--- config.mk ---
export PLATFORM = sky130hd
export DESIGN_NAME = aes_in_seq_flat
export DESIGN_NICKNAME = d
export VERILOG_FILES = /design/src/rtl/aes_in_seq_if.sv /design/src/rtl/aes_in_seq.sv /design/src/flat_wrapper.sv
export SDC_FILE = /design/constraint.sdc
export NUM_CORES = 1
export LEC_CHECK = 0
export ABC_AREA = 0
export CORE_ASPECT_RATIO = 1.25
export CORE_MARGIN = 1.5
export CORE_UTILIZATION = 30
export DETAILED_ROUTE_END_ITERATION = 6
export HOLD_SLACK_MARGIN = 0.12
export PLACE_DENSITY = 0.6
export SYNTH_ARGS = -nofsm -noshare
export SYNTH_HDL_FRONTEND = slang
export SYNTH_SLANG_ARGS = --single-unit
--- constraint.sdc ---
create_clock -name clk -period 3.1 [get_ports clk]
set_input_delay 0.31 -clock clk [delete_from_list [all_inputs] [get_ports clk]]
set_output_delay 0.31 -clock clk [all_outputs]
set_load 0.01 [all_outputs]
--- src/rtl/aes_in_seq_if.sv ---
// Beat-in / block-out bus of aes_in_seq; the slave modport is the sequencer's view.
// AES_IN_SEQ_LASTCHK_EN adds the i_last framing marker and the o_err pulse.
interface aes_in_seq_if #(
  parameter int BEATS = 4,
  parameter int BYTES = 4
);
  logic [BYTES-1:0][7:0]       i_data;
  logic                        i_valid;
  logic                        i_ready;
  logic [BEATS*BYTES-1:0][7:0] o_block;
  logic                        o_valid;
  logic                        o_ready;
  logic [7:0]                  o_blk_cnt;
`ifdef AES_IN_SEQ_LASTCHK_EN
  logic                        i_last;
  logic                        o_err;

  modport slave (
    input  i_data, i_valid, i_last, o_ready,
    output i_ready, o_block, o_valid, o_blk_cnt, o_err
  );
  modport master (
    output i_data, i_valid, i_last, o_ready,
    input  i_ready, o_block, o_valid, o_blk_cnt, o_err
  );
`else
  modport slave (
    input  i_data, i_valid, o_ready,
    output i_ready, o_block, o_valid, o_blk_cnt
  );
  modport master (
    output i_data, i_valid, o_ready,
    input  i_ready, o_block, o_valid, o_blk_cnt
  );
`endif
endinterface

--- src/rtl/aes_in_seq.sv ---
// Packs four 4-byte beats into one 16-byte AES block; o_valid one clock after beat 4,
// i_ready drops only while a held block is not taken. AES_IN_SEQ_LASTCHK_EN adds i_last framing checks.
module aes_in_seq #(
  parameter int BEATS = 4,
  parameter int BYTES = 4
) (
  input logic         clk,
  input logic         resetn,
  aes_in_seq_if.slave bus
);
  localparam int KW = $clog2(BEATS);
  localparam int JW = $clog2(BYTES);
  localparam logic [KW-1:0] LAST_BEAT = KW'(BEATS - 1);

  typedef enum logic [1:0] {IDLE, FILL, FULL} state_t;

  state_t                      state_q, state_d;
  logic [KW-1:0]               k_q, k_d;
  logic [BEATS*BYTES-1:0][7:0] blk_q, blk_d;
  logic                        vld_q, vld_d;
  logic [7:0]                  cnt_q, cnt_d;
`ifdef AES_IN_SEQ_LASTCHK_EN
  logic                        err_q, err_d;
`endif

  logic in_hs;
  logic out_hs;

  assign bus.i_ready   = (state_q != FULL) || bus.o_ready;
  assign in_hs         = bus.i_valid && bus.i_ready;
  assign out_hs        = vld_q && bus.o_ready;
  assign bus.o_block   = blk_q;
  assign bus.o_valid   = vld_q;
  assign bus.o_blk_cnt = cnt_q;
`ifdef AES_IN_SEQ_LASTCHK_EN
  assign bus.o_err     = err_q;
`endif

  always_comb begin
    state_d = state_q;
    k_d     = k_q;
    blk_d   = blk_q;
    vld_d   = vld_q;
    cnt_d   = cnt_q;
`ifdef AES_IN_SEQ_LASTCHK_EN
    err_d   = 1'b0;
`endif
    if (out_hs) begin
      cnt_d   = cnt_q + 8'd1;
      vld_d   = 1'b0;
      state_d = IDLE;
    end
    // A beat accepted alongside the drain lands in slot 0 of the next block.
    if (in_hs) begin
      for (int j = 0; j < BYTES; j++) begin
        blk_d[{k_q, JW'(j)}] = bus.i_data[j];
      end
      if (k_q == LAST_BEAT) begin
        k_d     = '0;
        state_d = FULL;
        vld_d   = 1'b1;
      end else begin
        k_d     = k_q + KW'(1);
        state_d = FILL;
      end
`ifdef AES_IN_SEQ_LASTCHK_EN
      if (bus.i_last != (k_q == LAST_BEAT)) begin
        err_d   = 1'b1;
        k_d     = '0;
        state_d = IDLE;
        vld_d   = 1'b0;
      end
`endif
    end
  end

  always_ff @(posedge clk or negedge resetn) begin
    if (!resetn) begin
      state_q <= IDLE;
      k_q     <= '0;
      blk_q   <= '0;
      vld_q   <= 1'b0;
      cnt_q   <= 8'd0;
`ifdef AES_IN_SEQ_LASTCHK_EN
      err_q   <= 1'b0;
`endif
    end else begin
      state_q <= state_d;
      k_q     <= k_d;
      blk_q   <= blk_d;
      vld_q   <= vld_d;
      cnt_q   <= cnt_d;
`ifdef AES_IN_SEQ_LASTCHK_EN
      err_q   <= err_d;
`endif
    end
  end
endmodule

--- src/flat_wrapper.sv ---
// flat-port wrapper written by rule: the top's interface ports become plain ports
module aes_in_seq_flat 
#(
  parameter int BEATS = 4,
  parameter int BYTES = 4
)
  (clk, resetn, bus_i_data, bus_i_valid, bus_o_ready, bus_i_ready, bus_o_block, bus_o_valid, bus_o_blk_cnt);
  aes_in_seq_if #(.BEATS(BEATS), .BYTES(BYTES)) bus_i ();
  input logic clk;
  input logic resetn;
  input wire logic [$bits(bus_i.i_data)-1:0] bus_i_data;
  input wire logic [$bits(bus_i.i_valid)-1:0] bus_i_valid;
  input wire logic [$bits(bus_i.o_ready)-1:0] bus_o_ready;
  output wire logic [$bits(bus_i.i_ready)-1:0] bus_i_ready;
  output wire logic [$bits(bus_i.o_block)-1:0] bus_o_block;
  output wire logic [$bits(bus_i.o_valid)-1:0] bus_o_valid;
  output wire logic [$bits(bus_i.o_blk_cnt)-1:0] bus_o_blk_cnt;
  assign bus_i.i_data = bus_i_data;
  assign bus_i.i_valid = bus_i_valid;
  assign bus_i.o_ready = bus_o_ready;
  assign bus_i_ready = bus_i.i_ready;
  assign bus_o_block = bus_i.o_block;
  assign bus_o_valid = bus_i.o_valid;
  assign bus_o_blk_cnt = bus_i.o_blk_cnt;
  aes_in_seq #(.BEATS(BEATS), .BYTES(BYTES)) u_core (.clk(clk), .resetn(resetn), .bus(bus_i));
endmodule
**Word-level counts from Yosys, hierarchy flattened**

Cells that the tools add are included.

- Bits in registers: 141
- Input port bits: 36
- Output and inout bits: 138
- Logic and storage cells: 59

- Add/subtract/negate cells: 2
- $lt $le $gt $ge: 8
- Equality and inequality tests: 2
- Multiplexer cells: 19
- Reduce and logical (&&, ||, !) cells: 8

Operators by type and width:

| cell | number |
|---|---|
| $bwmux 128 | 4 |
| $demux 8 s2 | 4 |
| $mux 8 | 4 |
| $lt 4x5->1 const B | 4 |
| $ge 4x1->1 const B | 4 |
| $add 8x1->8 const B | 1 |
| $mux 2 | 4 |
| $logic_and 1x1->1 | 6 |
| $mux 1 | 3 |
| $add 2x1->2 const B | 1 |
| $eq 2x2->1 const B | 1 |
| $ne 2x2->1 const B | 1 |
| $reduce_bool 2->1 | 1 |
| $logic_or 1x1->1 | 1 |

**Longest topological paths before layout**

- Depth after elaboration: 8
- Gate-level depth with buffers: 6
- Depth with buffers taken out: 4

**Worst setup path before layout**

No wires, ideal clock.

- Path type: register to register
- From: register u_core.state_q[0]
- To: register u_core.blk_q (netlist bit u_core.bus.o_block[0])
- Library setup time: 125 ps
- Arrival: 1580 ps
- Required time: 2975 ps
- Path slack: 1395 ps
- Stages on the path, launching flop included: 7
- Path buffers: 3
- Clock period less this slack: 1705 ps
- Cells stage by stage: dfrtp_1 > or3b_1 > buf_6 > and3_4 > buf_6 > buf_12 > mux2_4

- Longest elaborated chain between the ends: 3

Ends and longest elaborated chain:

| item | RTL line | text |
|---|---|---|
| start: declaration | aes_in_seq.sv:17 | `state_t state_q, state_d;` |
| start signal: assignment | aes_in_seq.sv:88 | `state_q <= state_d;` |
| $ne 2x2->1 | aes_in_seq.sv:29 | `assign bus.i_ready = (state_q != FULL) \|\| bus.o_ready;` |
| $logic_or 1x1->1 | aes_in_seq.sv:29 |  |
| net bus_i_ready | flat_wrapper.sv:14 | `output wire logic [$bits(bus_i.i_ready)-1:0] bus_i_ready;` |
| $logic_and 1x1->1 | aes_in_seq.sv:30 | `assign in_hs = bus.i_valid && bus.i_ready;` |
| end signal: assignment | aes_in_seq.sv:90 | `blk_q <= blk_d;` |
| end: declaration | aes_in_seq.sv:19 | `logic [BEATS*BYTES-1:0][7:0] blk_q, blk_d;` |

The timed path passes the listed nets, and every way through them passes these cells.
A chain may end at the register's enable or synchronous reset.

**Worst setup path after layout**

- From: input port bus_o_ready
- To: output port bus_i_ready

- Longest elaborated chain between the ends: 1

Ends and longest elaborated chain:

| item | RTL line | text |
|---|---|---|
| start: declaration | flat_wrapper.sv:13 | `input wire logic [$bits(bus_i.o_ready)-1:0] bus_o_ready;` |
| $logic_or 1x1->1 | aes_in_seq.sv:29 |  |
| end: declaration | flat_wrapper.sv:14 |  |

No other way between the ends.

==> flow_summary.yaml <==
layout:
  mostFrequentLayoutCells: "172 x clkdlybuf4s50_1, 141 x dfrtp_1, 90 x mux2_4"
  area_growth_pct: 41.2
  final_common_cell: "clkdlybuf4s50_1"
  final_nets: 550
  drive_above_1_share_pct: 32.6
  final_cells: 787
  final_core_util_pct: 43.0
  diodes: 0
grt:
  grt_pass1_wl_um: 20900
  grt_use_total_pct: 13.1
  grt_use_met1_pct: 16.8
  gr-usage-met3_pct: 4.29
  grt_max_degree: 85
  grt_busiest_layer: "met2"
  grt_overflow: 0
  grt_pass1_vias: 3781
  grt_antenna_before_repair: 0
  grtUsageMet2_pct: 20.9
die:
  fp.dieW_um: 129
  core_area_um2: 19400
  start_util_pct: 30.5
  row_count: 57
  die_y_um: 160
  io_pins: 174
  die_area_um2: 20600
sta:
  period_share_pct: 67.9
  fmax_ghz: 0.475
  clock_skew_ns: 0.00773
  slew_headroom_pct: 49.0
  period_minus_slack_ns: 2.10
  slew_viol_final: 0
  hold_viol: 0
  finalSetupViolCount: 0
  setup_tns_ns: 0
  rsz0062_at_grt: "no"
  tightest_slew_ns: 0.765
cts:
  h-tree-depth: 4
  post_cts_buffers: 0
  insertion_delay_ns: 0.41
  clk_pin_slew_ns: 0.06
  cts.sinks: 141
  cts_buffers: 17
  cts-root-buf: "clkbuf_16"
  clockBufferDepth: 2
  tritoncts: "done"
placement:
  dp_cells: 754
  io_buffers: 173
  dp_hpwl_um: 8770
  place_congestion: 0.707
drt:
  wire_per_inst_um: 16.3
  drc: 0
  first_iter_violations: 90
  routed_via_density: 4.30
  vias: 3387
  wl_um: 12800
  drt_first_pass_iters: 4
  ant_nets: 0
synthesis:
  ys_seq_area_share_pct: 59.7
  yosysWarnings: 0
  synth_edf_count: 0
  async_flop_share_pct: 100
  syn_nets: 373
  syn_area_um2: 5910
  syn_area_per_cell_um2: 17.8
  yosysTopAreaCell: "dfrtp_1"
  synth_top_cell_area_share_pct: 59.7
  synth_flop_cell: "dfrtp_1"
  yosys.cell_types.count: 23
  synthTopCellsByArea: "dfrtp_1 60%, mux2_4 23%, mux2_2 7.8%, buf_12 3.0%, buf_6 1.5%"
  synthCells: 332
  synth_seq_cells: 141
critical_path:
  worst_setup_path_start_kind: "primary input"
  worstPathArrival_ns: 1.79
  worstPathMaxFanout: 6
  end_kind: "primary output"
  path_class: "in2out"
  critPathRequiredTime_ns: 2.79
power:
  p_total_mw: 9.65
  power_density_nw_per_um2: 1160
  internal_power_mw: 6.80
  pwr-share-comb_pct: 44.0
  clkPwrFrac_pct: 20.9
  netSwitchingPower_mw: 2.86
  leakagePower_nw: 3.61
  p_sw_share_pct: 29.6
  p_seq_share_pct: 35.1
  ir_worst_vdd_mv: 0.442
run:
  drv_cap: 0
hold_path:
  hold_path_class: "reg2reg"
status:
  status: "finished clean"
## per-stage QoR
stage	hold WS (ns)	setup WS, ns	instance area (um^2)
2_1_floorplan	0.0144	1.39	5910
3_3_place_gp	0.407	0.755	7750
3_5_place_dp	0.415	0.702	7750
4_1_cts	0.475	0.982	8340
5_1_grt	0.494	0.914	8340
6_report	0.478	0.996	8340
## power groups by stage
stage | Clock, mW | Combinational (mW) | Sequential [mW]
floorplan | 0 | 1.88 | 3.69
global placement | 0 | 4.23 | 3.39
detailed placement | 0 | 4.29 | 3.41
CTS | 2.08 | 4.31 | 3.40
global route | 2.17 | 4.51 | 3.50
finish | 2.02 | 4.25 | 3.39
## path summary, 6_finish.rpt
| kind | start | end | slack, ns | cells after the start |
|---|---|---|---|---|
| max | bus_o_ready | bus_i_ready | 1.0 | 3 |
| min | u_core.bus.o_blk_cnt[7] | u_core.bus.o_blk_cnt[7] | 0.48 | 1 |
| max reg2reg | u_core.k_q[0] | u_core.bus.o_block[110] | 1.12 | 5 |
| min reg2reg | u_core.bus.o_blk_cnt[7] | u_core.bus.o_blk_cnt[7] | 0.48 | 1 |
| max in group asynchronous | resetn | u_core.bus.o_blk_cnt[3] | 1.80 | 3 |
| min in group asynchronous | resetn | u_core.bus.o_block[51] | 0.54 | 2 |
## timing repair
item | in CTS | in global routing
gates resized for setup | 0 | 0
endpoints found under the hold margin | 83 | 0
hold buffers | 1 | 0
## kinds of logic (layout without fill, tap and decap cells)
| logic type | after synthesis | count (layout) | share of synthesized area, % |
|---|---|---|---|
| AOI/OAI and AO/OA | 5 | 5 | 0.614 |
| and+or+nand+nor | 22 | 22 | 2.05 |
| buffers and inverters | 21 | 211 | 4.83 |
| muxes | 131 | 131 | 30.7 |
| xor gates and xnor gates | 7 | 7 | 1.04 |
| adders and majority gates | 5 | 5 | 1.06 |
| DFF | 141 | 141 | 59.7 |
## cell usage after synthesis (2+ instances only)
cell	number
ha_1	5
xor2_1	5
nor2_1	4
xnor2_1	2
buf_6	8
inv_1	3
nand3_1	2
nor3_1	3
dfrtp_1	141
mux2_4	90
nand2_1	7
and3_4	3
buf_12	9
mux2_2	41
## flip-flops by register name, indices dropped and copies added, names as in the netlist
| name | count |
|---|---|
| u_core.state_q | 2 |
| u_core.k_q | 2 |
| u_core.bus.o_valid | 1 |
| u_core.bus.o_blk_cnt | 8 |
| u_core.bus.o_block | 128 |
## worst max-delay path, cell delays in order
cell	delay (ns)
clkdlybuf4s50_1	0.46
or3b_1	0.50
clkdlybuf4s50_1	0.52
## layer usage
layer / up-vias / wire length, um
li1: 1515 / -
met2: 123 / 6160
met1: 1736 / 5780
met3: 13 / 690
met4: 0 / 163
met5: - / 0
## final cells by class
cell class	count	area [um^2]
fillers	1793	11100
flip-flops and latches	141	3530
clock buffers	18	429
well taps	265	332
inverters	3	11.3
multi-input cells	170	2100
repair buffers	176	1780
clock inverters	14	159
Power figures use the tool's default switching activity.
